`config.mk`:
```
export PLATFORM = sky130hd
export DESIGN_NAME = softmax_ctrl
export DESIGN_NICKNAME = d
export VERILOG_FILES = /design/src/rtl/softmax_ctrl_pkg.sv /design/src/rtl/softmax_ctrl_rst_sync.sv /design/src/rtl/softmax_ctrl.sv
export SDC_FILE = /design/constraint.sdc
export NUM_CORES = 1
export LEC_CHECK = 0
export ABC_AREA = 1
export CORE_MARGIN = 2
export CORE_UTILIZATION = 45
export CTS_CLUSTER_SIZE = 20
export DETAILED_ROUTE_END_ITERATION = 7
export PLACE_DENSITY_LB_ADDON = 0.15
export RECOVER_POWER = 100
export SLEW_MARGIN = 20
export SYNTH_ARGS = -nofsm -noshare
export SYNTH_HDL_FRONTEND = slang
export SYNTH_SLANG_ARGS = --single-unit
```
`constraint.sdc`:
```
create_clock -name clk -period 2.7 [get_ports clk]
set_input_delay 0.27 -clock clk [delete_from_list [all_inputs] [get_ports clk]]
set_output_delay 0.27 -clock clk [all_outputs]
set_load 0.005 [all_outputs]
```
`src/rtl/softmax_ctrl_pkg.sv`:
```
// Shared types and constants for the softmax classifier sequencer.
// Q16.16 format constants and default frame geometry live here.
package softmax_ctrl_pkg;

   typedef enum logic [2:0] {
      ST_IDLE,
      ST_FILL,
      ST_FEED,
      ST_GAP,
      ST_WAIT_MAX,
      ST_BP_REQ,
      ST_BP_HOLD,
      ST_DONE
   } state_e;

   localparam int          FRAC_BITS     = 16;
   localparam logic [31:0] ONE           = 32'h0001_0000;
   localparam int          DEF_N_CLASSES = 4;
   localparam int          DEF_IDX_W     = 3;

endpackage

```
`src/rtl/softmax_ctrl_rst_sync.sv`:
```
// sm_rst generator: asserts asynchronously with rst_n, releases two clocks later,
// and emits a one-cycle pulse whenever abort_i is sampled high.
module softmax_ctrl_rst_sync
   import softmax_ctrl_pkg::*;
(
   input  logic clk,
   input  logic rst_n,
   input  logic abort_i,
   output logic sm_rst_o
);

   logic [1:0] sync_q;

   always_ff @(posedge clk or negedge rst_n) begin
      if (!rst_n) begin
         sync_q <= 2'b11;
      end else begin
         sync_q <= {sync_q[0] | abort_i, 1'b0};
      end
   end

   assign sm_rst_o = sync_q[1];

endmodule

```
`src/rtl/softmax_ctrl.sv`:
```
// Softmax classifier sequencer: buffers a logit frame, feeds it to the softmax,
// captures the argmax, then drains the backprop error terms. Optional watchdog: SOFTMAX_CTRL_TIMEOUT_EN.
module softmax_ctrl
   import softmax_ctrl_pkg::*;
#(
   parameter int N_CLASSES   = DEF_N_CLASSES,
   parameter int IDX_W       = DEF_IDX_W,
   parameter int DATA_W      = 32,
   parameter int TIMEOUT_CYC = 1024
) (
   input  logic                     clk,
   input  logic                     rst_n,
   input  logic                     s_valid,
   output logic                     s_ready,
   input  logic signed [DATA_W-1:0] s_data,
   input  logic                     s_last,
   input  logic [IDX_W-1:0]         s_label,
   output logic                     sm_rst,
   output logic                     sm_start,
   output logic                     sm_backprop_ctrl,
   output logic signed [DATA_W-1:0] sm_input,
   output logic [IDX_W-1:0]         sm_input_idx,
   output logic [IDX_W-1:0]         sm_expected_label,
   input  logic                     sm_in_ready,
   input  logic [IDX_W-1:0]         sm_max,
   input  logic                     sm_max_ready,
   input  logic                     sm_out_ready,
   input  logic [IDX_W-1:0]         sm_out_idx,
   input  logic signed [DATA_W-1:0] sm_out_data,
   output logic                     m_valid,
   input  logic                     m_ready,
   output logic signed [DATA_W-1:0] m_data,
   output logic [IDX_W-1:0]         m_idx,
   output logic                     m_last,
   output logic [IDX_W-1:0]         pred,
   output logic                     pred_valid,
   output logic                     correct,
   output logic                     frame_err,
   output logic                     busy
);

   localparam int                 AW       = (N_CLASSES > 1) ? $clog2(N_CLASSES) : 1;
   localparam logic [IDX_W-1:0]   LAST_IDX = IDX_W'(N_CLASSES - 1);

   if (N_CLASSES < 2 || (1 << IDX_W) <= N_CLASSES || TIMEOUT_CYC < 1) begin : g_param_chk
      $error("softmax_ctrl: illegal N_CLASSES/IDX_W/TIMEOUT_CYC combination");
   end

   state_e                   state_q;
   logic [IDX_W-1:0]         cnt_q, cnt_nxt, label_q;
   logic signed [DATA_W-1:0] buf_q [0:(1<<AW)-1];
   logic signed [DATA_W-1:0] sm_input_q, m_data_q;
   logic [IDX_W-1:0]         sm_input_idx_q, m_idx_q, pred_q;
   logic                     s_ready_q, sm_start_q, bp_q, m_valid_q, m_last_q;
   logic                     pred_valid_q, correct_q, frame_err_q, max_prev_q;
   logic                     s_fire, abort;

   assign s_fire  = s_valid && s_ready_q;
   assign cnt_nxt = cnt_q + IDX_W'(1);

   // Logit buffer carries no reset; contents are don't-care between frames.
   always_ff @(posedge clk) begin
      if (s_fire) begin
         buf_q[cnt_q[AW-1:0]] <= s_data;
      end
   end

`ifdef SOFTMAX_CTRL_TIMEOUT_EN
   localparam int TMO_W = $clog2(TIMEOUT_CYC + 1);
   logic [TMO_W-1:0] tmo_q, tmo_elapsed;
   state_e           tmo_state_q;
   logic             tmo_active;

   assign tmo_active  = (state_q == ST_WAIT_MAX) || (state_q == ST_BP_REQ);
   assign tmo_elapsed = (state_q != tmo_state_q) ? '0 : tmo_q;
   assign abort       = tmo_active && (tmo_elapsed == TMO_W'(TIMEOUT_CYC - 1));

   always_ff @(posedge clk or negedge rst_n) begin
      if (!rst_n) begin
         tmo_q       <= '0;
         tmo_state_q <= ST_IDLE;
      end else begin
         tmo_state_q <= state_q;
         tmo_q       <= tmo_active ? tmo_elapsed + TMO_W'(1) : '0;
      end
   end
`else
   assign abort = 1'b0;
`endif

   always_ff @(posedge clk or negedge rst_n) begin
      if (!rst_n) begin
         state_q        <= ST_IDLE;
         cnt_q          <= '0;
         label_q        <= '0;
         s_ready_q      <= 1'b0;
         sm_start_q     <= 1'b0;
         bp_q           <= 1'b0;
         sm_input_q     <= '0;
         sm_input_idx_q <= '0;
         m_valid_q      <= 1'b0;
         m_data_q       <= '0;
         m_idx_q        <= '0;
         m_last_q       <= 1'b0;
         pred_q         <= '0;
         pred_valid_q   <= 1'b0;
         correct_q      <= 1'b0;
         frame_err_q    <= 1'b0;
         max_prev_q     <= 1'b0;
      end else begin
         pred_valid_q <= 1'b0;
         correct_q    <= 1'b0;
         frame_err_q  <= 1'b0;
         max_prev_q   <= sm_max_ready;
         if (abort) begin
            state_q     <= ST_IDLE;
            cnt_q       <= '0;
            s_ready_q   <= 1'b1;
            sm_start_q  <= 1'b0;
            bp_q        <= 1'b0;
            m_valid_q   <= 1'b0;
            m_last_q    <= 1'b0;
            frame_err_q <= 1'b1;
         end else begin
            case (state_q)
               ST_IDLE: begin
                  s_ready_q <= 1'b1;
                  if (s_fire) begin
                     label_q <= s_label;
                     if (s_last) begin
                        frame_err_q <= 1'b1;
                     end else begin
                        cnt_q   <= IDX_W'(1);
                        state_q <= ST_FILL;
                     end
                  end
               end
               ST_FILL: begin
                  if (s_fire) begin
                     if (cnt_q == LAST_IDX) begin
                        // Frame length is fixed; a missing s_last is flagged but tolerated.
                        frame_err_q    <= !s_last;
                        s_ready_q      <= 1'b0;
                        cnt_q          <= '0;
                        sm_input_q     <= buf_q[0];
                        sm_input_idx_q <= '0;
                        sm_start_q     <= sm_in_ready;
                        state_q        <= ST_FEED;
                     end else if (s_last) begin
                        frame_err_q <= 1'b1;
                        cnt_q       <= '0;
                        state_q     <= ST_IDLE;
                     end else begin
                        cnt_q <= cnt_nxt;
                     end
                  end
               end
               ST_FEED: begin
                  if (sm_start_q && sm_in_ready && !bp_q) begin
                     sm_start_q <= 1'b0;
                     if (cnt_q == LAST_IDX) begin
                        cnt_q   <= '0;
                        state_q <= ST_WAIT_MAX;
                     end else begin
                        cnt_q          <= cnt_nxt;
                        sm_input_q     <= buf_q[cnt_nxt[AW-1:0]];
                        sm_input_idx_q <= cnt_nxt;
                        state_q        <= ST_GAP;
                     end
                  end else begin
                     sm_start_q <= sm_in_ready;
                  end
               end
               ST_GAP: begin
                  sm_start_q <= sm_in_ready;
                  state_q    <= ST_FEED;
               end
               ST_WAIT_MAX: begin
                  if (sm_max_ready && !max_prev_q) begin
                     pred_q       <= sm_max;
                     pred_valid_q <= 1'b1;
                     correct_q    <= (sm_max == label_q);
                     bp_q         <= 1'b1;
                     sm_start_q   <= 1'b0;
                     state_q      <= ST_BP_REQ;
                  end
               end
               ST_BP_REQ: begin
                  if (sm_start_q && sm_out_ready) begin
                     m_data_q   <= sm_out_data;
                     m_idx_q    <= sm_out_idx;
                     m_valid_q  <= 1'b1;
                     m_last_q   <= (sm_out_idx == LAST_IDX);
                     sm_start_q <= 1'b0;
                     state_q    <= ST_BP_HOLD;
                  end else begin
                     sm_start_q <= sm_out_ready && !m_valid_q;
                  end
               end
               ST_BP_HOLD: begin
                  if (m_valid_q && m_ready) begin
                     m_valid_q <= 1'b0;
                     m_last_q  <= 1'b0;
                     if (m_last_q) begin
                        bp_q    <= 1'b0;
                        state_q <= ST_DONE;
                     end else begin
                        state_q <= ST_BP_REQ;
                     end
                  end
               end
               ST_DONE: begin
                  s_ready_q <= 1'b1;
                  state_q   <= ST_IDLE;
               end
               default: state_q <= ST_IDLE;
            endcase
         end
      end
   end

   softmax_ctrl_rst_sync u_rst_sync (
      .clk      (clk),
      .rst_n    (rst_n),
      .abort_i  (abort),
      .sm_rst_o (sm_rst)
   );

   assign s_ready           = s_ready_q;
   assign sm_start          = sm_start_q;
   assign sm_backprop_ctrl  = bp_q;
   assign sm_input          = sm_input_q;
   assign sm_input_idx      = sm_input_idx_q;
   assign sm_expected_label = label_q;
   assign m_valid           = m_valid_q;
   assign m_data            = m_data_q;
   assign m_idx             = m_idx_q;
   assign m_last            = m_last_q;
   assign pred              = pred_q;
   assign pred_valid        = pred_valid_q;
   assign correct           = correct_q;
   assign frame_err         = frame_err_q;
   assign busy              = (state_q != ST_IDLE);

endmodule

```
## Word-level counts from Yosys, hierarchy flattened

Memory sizes are Yosys's and may differ from the RTL's.
Cells that the tools add are included.

- Add/subtract/negate cells: 1
- Equality and inequality tests: 21
- Multiplexer cells: 57
- Reductions and logical operators: 30

Operator list:

| kind | count |
|---|---|
| 32-bit two-way mux | 4 |
| 32-bit one-hot mux with 2 select lines | 1 |
| 3-bit two-way mux | 19 |
| 3-bit one-hot mux with 8 select lines | 1 |
| 1-bit two-way mux | 23 |
| 2-bit != test, second input constant | 10 |
| 3-bit by 2-bit == test with 1-bit output, second input constant | 4 |
| 3-bit == test, second input constant | 4 |
| 1-bit one-hot mux with 2 select lines | 5 |
| 5-bit AND reduction | 2 |
| 3-bit one-hot mux with 3 select lines | 1 |
| 4-bit AND reduction | 2 |
| 8-bit AND reduction | 1 |
| 2-bit nonzero test | 4 |
| 1-bit logical AND | 7 |
| 3-bit one-hot mux with 2 select lines | 1 |
| 2-bit AND reduction | 3 |
| 3-bit AND reduction | 2 |
| 3-bit nonzero test | 2 |
| 1-bit one-hot mux with 5 select lines | 1 |
| 5-bit nonzero test | 1 |
| 1-bit logical NOT | 4 |
| 3-bit by 1-bit adder with 3-bit output, second input constant | 1 |
| 3-bit by 1-bit == test with 1-bit output, second input constant | 1 |
| 5 further kinds | 5 |

- Flip-flop bits (word level): 93
- Memory bits (writable): 128
- Output and inout bits: 86
- Memories kept: 1

Memories:

| name | words | width | read ports | clocked after Yosys merged registers in | write ports | RTL line | RTL |
|---|---|---|---|---|---|---|---|
| buf_q | 4 | 32 | 2 | 0 | 1 | softmax_ctrl.sv:51 | `logic signed [DATA_W-1:0] buf_q [0:(1<<AW)-1];` |

## Longest topological paths before layout

Gate-level depths: netlist of the first run.

- Word-level depth: 5
- Mapped depth: 14
- Mapped depth without buffers: 11

## Cells and area by module

A second synthesis of the first run with hierarchy kept.

- Cell total of the unflattened synthesis: 1098
- Area, all modules: 9810.7 um^2

Modules (own cells, without submodules):

| module | instances | cells each | area each (um^2) | seq. area each (um^2) |
|---|---|---|---|---|
| softmax_ctrl | 1 | 1092 | 9743.1 | 6120.9 |
| softmax_ctrl_rst_sync | 1 | 6 | 67.6 | 52.6 |

## Worst setup path before layout of the first run

No wires, ideal clock.

- Kind: register to register
- Start point: register cnt_q[0]
- End point: memory buf_q[0][0], enable pin
- Setup time: 0.421 ns
- Arrival time: 2.504 ns
- Slack: -0.225 ns
- Cell stages (with the launch flop): 8
- Period minus slack after synthesis: 2.925 ns
- Cell sequence: dfrtp_1 buf_2 inv_1 buf_2 buf_2 ha_1 inv_1 nor2_1

RTL lines:

| element | RTL line | RTL |
|---|---|---|
| start, declared | softmax_ctrl.sv:50 | `logic [IDX_W-1:0] cnt_q, cnt_nxt, label_q;` |
| start signal, assigned | softmax_ctrl.sv:154 | `cnt_q <= cnt_nxt;` |
| start signal, assigned | softmax_ctrl.sv:165 | `cnt_q <= cnt_nxt;` |
| end, declared | softmax_ctrl.sv:51 |  |

No word-level cell before the write port.

## Final worst setup path of the first run

- Start point: register cnt_q[0]
- End point: memory buf_q[0][16], enable pin

No word-level cell before the write port.

==> results.yml, run 1 <==
floorplanning:
  die-area_mm2: 0.0232
  start_util_pct: 45.6
  coreArea_mm2: 0.0217
  ioPinCount: 167
  core.rowCount: 54
  die_w_um: 152
  die_h_um: 152
global_routing:
  track_usage_pct: 19.4
  grt_overflow: 0
  grt_pass1_vias: 7119
  antenna_found_initial: 0
  grtUsageMet2_pct: 32.3
  grt_max_degree: 59
  use_met3_pct: 3.24
  grt_most_used_layer: "met2"
  grt.met1_usage_pct: 27.3
  grt_pass1_wl_um: 37000
logic_synthesis:
  synth-seq-cells: 221
  synth_fp_nets: 1183
  ys.flop_type: "edfxtp_1"
  synth_edf_count: 128
  synthArstFlopShare_pct: 42.1
  netlist_area_mm2: 0.00990
  synth_cells: 1095
  ys_warn_count: 0
  synth_cell_types: 33
  postSynthAreaPerCell_um2: 9.04
  ys_seq_area_share_pct: 62.4
critical_path:
  crit_slowest_cell: "nor2_2"
  r2r-end: "buf_q[0][16]"
  required_ns: 2.90
  crit_chain: "inv_1 -> ha_1 -> inv_1 -> nor2_2 -> buf_12"
  regToRegStartpoint: "cnt_q[0]"
  start_kind: "register"
  crit_start: "cnt_q[0]"
  setup.worst_path.class: "register to register"
  critPathMaxFanout: 23
  arrival_ns: 2.64
  worst-r2r-cell-count: 5
  cp-end-kind: "register"
  max_stage_delay_ns: 0.54
  worst_path_most_repeated_cell: "inv_1"
  r2r_setup_slack_ns: 0.27
  cp-endpoint: "buf_q[0][16]"
timing:
  whs_ns: 0.311
  setup_viol_count_final: 0
  tightest_slew_ns: 1.12
  fin_skew_ns: 0.0158
  fmax_ghz: 0.411
  timing.final.crit_share_pct: 90.1
  setup_tns_ns: 0
  rsz0062_at_grt: "no"
  hold_viol: 0
  relSlewSlack_pct: 25.0
  layout_min_cycle_time_ns: 2.43
  maxSlewViolCount: 0
power_and_ir_drop:
  powerDensity_mw_per_mm2: 1060
  peakVddDrop_mv: 0.554
  finalPower_mw: 13.3
  p_leak_nw: 6.30
drt:
  route.vias.total: 7394
  ant_nets: 0
  drc_errors: 0
  wl_um: 22600
  firstDrtPassIters: 5
  viasPerCell: 4.75
  routedWlPerCell_um: 14.5
  drt-initial-drc-count: 445
clock_tree:
  htreeDepth: 1
  root_buffer: "clkbuf_16"
  clk_latency_ns: 0.51
  cts_tree: "done"
  clk_path_buf_depth: 3
  cts_buffers: 24
  clk_pin_slew_ns: 0.06
  cts_sinks: 221
  post_cts_resized: 0
place:
  io_buffers: 166
  dp_hpwl_um: 13800
  gp_congestion: 0.832
cells_and_area:
  fillers: 1921
  syn2layout_area_growth_pct: 27.1
  nets: 1345
  layout_commonest_cell: "nand2_1"
  drive_above_1_share_pct: 5.96
  final_cell_mix: "nand2_1, inv_1, edfxtp_1"
  antenna_cells: 0
min_path:
  hold_path_class: "input pin to register"
  hold-path-cell-count: 3
run_status:
  status: "complete, no violations"
run:
  drv_cap: 0
==> power by group <==
group	total [mW]	switching (mW)	internal [mW]
clock	3.37	1.29	2.08
combinational	5.06	3.14	1.91
sequential	4.86	0.413	4.45
total	13.3	4.85	8.44
==> critical path, delay by kind of cell (launching register included) <==
kind	cells	cell delay (ns)
buffers and inverters	3	0.82
DFF	1	0.50
and+or+nand+nor	1	0.54
adders and majority gates	1	0.24
==> Yosys cell counts, types with 2 or more instances <==
library cell	count	area (um^2)
nand3_4	2	35.0
nand2_2	5	31.3
buf_1	4	15.0
clkbuf_1	13	48.8
inv_4	2	12.5
nor2_4	3	33.8
ha_1	7	87.6
a21oi_1	2	10.0
buf_6	12	135
nor2_1	22	82.6
nand4_1	2	12.5
buf_2	15	75.1
nand3_1	86	430
edfxtp_1	128	3840
inv_1	149	559
o21ai_0	7	35.0
dfrtp_1	91	2280
xor2_1	3	26.3
or2_2	3	18.8
inv_2	3	11.3
buf_4	2	15.0
nand2_1	522	1960
dfstp_2	2	52.6
==> cells by family after synthesis <==
logic type / share of synthesized area, %
adder cells (fa/ha/maj): 0.885
AO/OA/AOI/OAI: 0.594
flip-flops: 62.4
AND/OR/NAND/NOR: 27.0
other: 0.0379
XOR/XNOR: 0.265
buffers and inverters: 8.81
==> how the worst min path moves through the flow <==
stage	start	to	slack [ns]
floorplan	rst_n	cnt_q[0]	-0.03
global placement	rst_n	correct	0.29
detailed placement	rst_n	pred[2]	0.30
CTS	sm_max_ready	max_prev_q	0.22
global route	sm_out_data[15]	m_data[15]	0.30
finish	sm_out_data[12]	m_data[12]	0.31
==> registers in the layout, summed over array words and instances, names as in the netlist, 2 cells and up <==
| register | cells |
|---|---|
| state_q | 3 |
| sm_input_idx | 3 |
| sm_input | 32 |
| cnt_q | 3 |
| pred | 3 |
| m_idx | 3 |
| sm_expected_label | 3 |
| m_data | 32 |
| u_rst_sync.sync_q | 2 |
| buf_q | 128 |
==> metal layers <==
layer,routed length [um],vias up
li1,-,3699
met1,10400,3465
met2,10600,200
met3,1240,30
met4,340,0
met5,0,-
==> stage by stage <==
step | worst slack [ns] | utilization (%) | instance area, um^2 | std cells
floorplan | -0.225 | - | 9900 | 1095
global placement | 0.549 | 54.4 | 11800 | 1510
detailed placement | 0.482 | 54.4 | 11800 | 1510
global route | 0.0783 | 58.0 | 12600 | 1555
CTS | 0.288 | 58.3 | 12600 | 1555
finish | 0.268 | 58.0 | 12600 | 1555
==> what timing repair did <==
item                                   CTS  global route
hold buffers                             1             0
setup buffers                            0             0
endpoints found under the hold margin   36             0
==> final cells by class <==
class | count | area [um^2] | area share [%]
clock buffer | 31 | 688 | 5.47
clock inverter | 13 | 140 | 1.11
sequential | 221 | 6170 | 49.1
timing repair buffer | 182 | 1790 | 14.2
multi-input combinational | 674 | 2850 | 22.7
inverter | 154 | 583 | 4.63
tap | 280 | 350 | 2.78
(Power assumes the default switching activity.)
==> run 2, diff against run 1 <==
--- a/config.mk
+++ b/config.mk
@@ -6,8 +6,9 @@
 export NUM_CORES = 1
 export LEC_CHECK = 0
 export ABC_AREA = 1
+export CORE_ASPECT_RATIO = 0.75
 export CORE_MARGIN = 2
-export CORE_UTILIZATION = 45
+export CORE_UTILIZATION = 30
 export CTS_CLUSTER_SIZE = 20
 export DETAILED_ROUTE_END_ITERATION = 7
 export PLACE_DENSITY_LB_ADDON = 0.15
==> results.yml, run 2 (same netlist as run 1, synthesis figures left out) <==
run_status:
  status: "complete, no violations"
min_path:
  hold-path-cell-count: 3
  hold_path_class: "input pin to register"
  hold-path-endpoint: "m_data[20]"
  hold_start: "sm_out_data[20]"
drt:
  met1_length_um: 12400
  viasPerCell: 4.18
  ant_nets: 0
  wl_met2_um: 11300
  firstDrtPassIters: 4
  route.vias.total: 7219
  drc_errors: 0
  route.met3.wl_um: 1180
  routedWlPerCell_um: 14.6
  wl_um: 25200
  routed.top_layer: "met4"
  drt-initial-drc-count: 407
critical_path:
  setup.worst_path.class: "register to register"
  regToRegStartpoint: "cnt_q[0]"
  start_kind: "register"
  r2r-end: "buf_q[1][17]"
  worst-r2r-cell-count: 5
  r2r_setup_slack_ns: 0.22
  cp-end-kind: "register"
  critPathMaxFanout: 68
  arrival_ns: 2.64
  required_ns: 2.86
timing:
  layout_min_cycle_time_ns: 2.48
  setup_viol_count_final: 0
  fmax_ghz: 0.404
  fin_skew_ns: 0.0135
  maxSlewViolCount: 0
  hold_viol: 0
  rsz0062_at_grt: "no"
  timing.final.crit_share_pct: 91.8
  setup_tns_ns: 0
  tightest_slew_ns: 1.32
  fin_ws_ns: 0.222
  relSlewSlack_pct: 12.1
global_routing:
  grt_pass1_wl_um: 40000
  track_usage_pct: 14.9
  grt_overflow: 0
  grt_pass1_vias: 7078
  grt_max_degree: 69
  antenna_found_initial: 3
power_and_ir_drop:
  peakVddDrop_mv: 0.550
  switchingPower_mw: 5.00
  p_int_mw: 8.26
  seqPwrFrac_pct: 36.6
  sw_frac_of_total_pct: 37.7
  comb_power_share_pct: 38.8
  p_leak_nw: 6.29
  powerDensity_mw_per_mm2: 1040
  pwr-share-clk_pct: 24.6
cells_and_area:
  fin_area_mm2: 0.0128
  nets: 1350
  drive_above_1_share_pct: 5.85
  layout_commonest_cell: "nand2_1"
  syn2layout_area_growth_pct: 28.9
  seq_area_mm2: 0.00617
  largest_reg_flops: 128
  fillers: 3268
  final_cell_mix: "nand2_1, inv_1, edfxtp_1"
  multiInputGateArea_mm2: 0.00284
floorplanning:
  die_h_um: 161
  die_w_um: 214
  start_util_pct: 30.5
  core.rowCount: 57
  coreArea_mm2: 0.0324
  die-area_mm2: 0.0345
  ioPinCount: 167
place:
  placed_area_mm2: 0.0121
  gp_congestion: 0.758
  dp_hpwl_um: 15800
  io_buffers: 166
  place_ws_ns: 0.517
clock_tree:
  clk_pin_slew_ns: 0.06
  clk_path_buf_depth: 3
  clk_latency_ns: 0.53
  cts_tree: "done"
  cts_sinks: 221
  htreeDepth: 1
  cts_buffers: 25
  root_buffer: "clkbuf_16"
  post_cts_resized: 0
run:
  drv_cap: 0
-- run 2: worst max path at each step --
stage / from / slack, ns / end / cells after the start
floorplan: cnt_q[0] / -0.22 / buf_q[0][0] / 7
global placement: state_q[2] / 0.56 / sm_input[19] / 8
detailed placement: state_q[2] / 0.52 / sm_input[24] / 8
CTS: state_q[1] / 0.21 / busy / 5
global route: cnt_q[0] / 0.07 / buf_q[1][19] / 5
finish: cnt_q[0] / 0.22 / buf_q[1][17] / 5
-- run 2: layout make-up --
cell class / count / area share (%)
clock inverters: 13 / 0.814
clock buffers: 33 / 5.37
repair buffers: 186 / 14.2
flip-flops and latches: 221 / 48.4
inverters: 154 / 4.57
diodes: 3 / 0.0588
multi-input cells: 674 / 22.2
well taps: 442 / 4.33
-- run 2: metrics by stage --
step / hold slack [ns] / cells / utilization (%) / total power, mW
finish: 0.275 / 1726 / 39.3 / 13.3
floorplan: -0.0256 / 1095 / - / 8.26
global placement: 0.346 / 1676 / 37.2 / 10.4
CTS: 0.180 / 1723 / 39.6 / 13.8
global route: 0.257 / 1725 / 39.3 / 14.4
detailed placement: 0.347 / 1676 / 37.2 / 10.5
-- run 2: worst max-delay path: stages, from the launching register on --
cell      delay (ns)
dfrtp_2         0.40
clkbuf_4        0.71
ha_1            0.28
inv_1           0.04
nor2_1          0.14
clkbuf_2        0.53
-- run 2: timing repair --
action,in CTS,in global routing
buffers inserted,0,0
hold buffers,1,0
hold endpoints to repair,45,0
-- run 2: metal layers --
layer	track usage, %	vias to the layer above
met5	0	-
met4	2.62	0
met3	3.25	25
met2	23.1	131
met1	21.7	3344
li1	-	3719
-- run 2: power by group through the flow --
stage	Sequential [mW]	Combinational (mW)	Clock, mW
3_5_place_dp	4.93	5.52	0
5_1_grt	4.96	5.91	3.53
2_1_floorplan	4.87	3.38	0
4_1_cts	4.87	5.55	3.40
3_3_place_gp	4.93	5.50	0
6_report	4.85	5.15	3.26
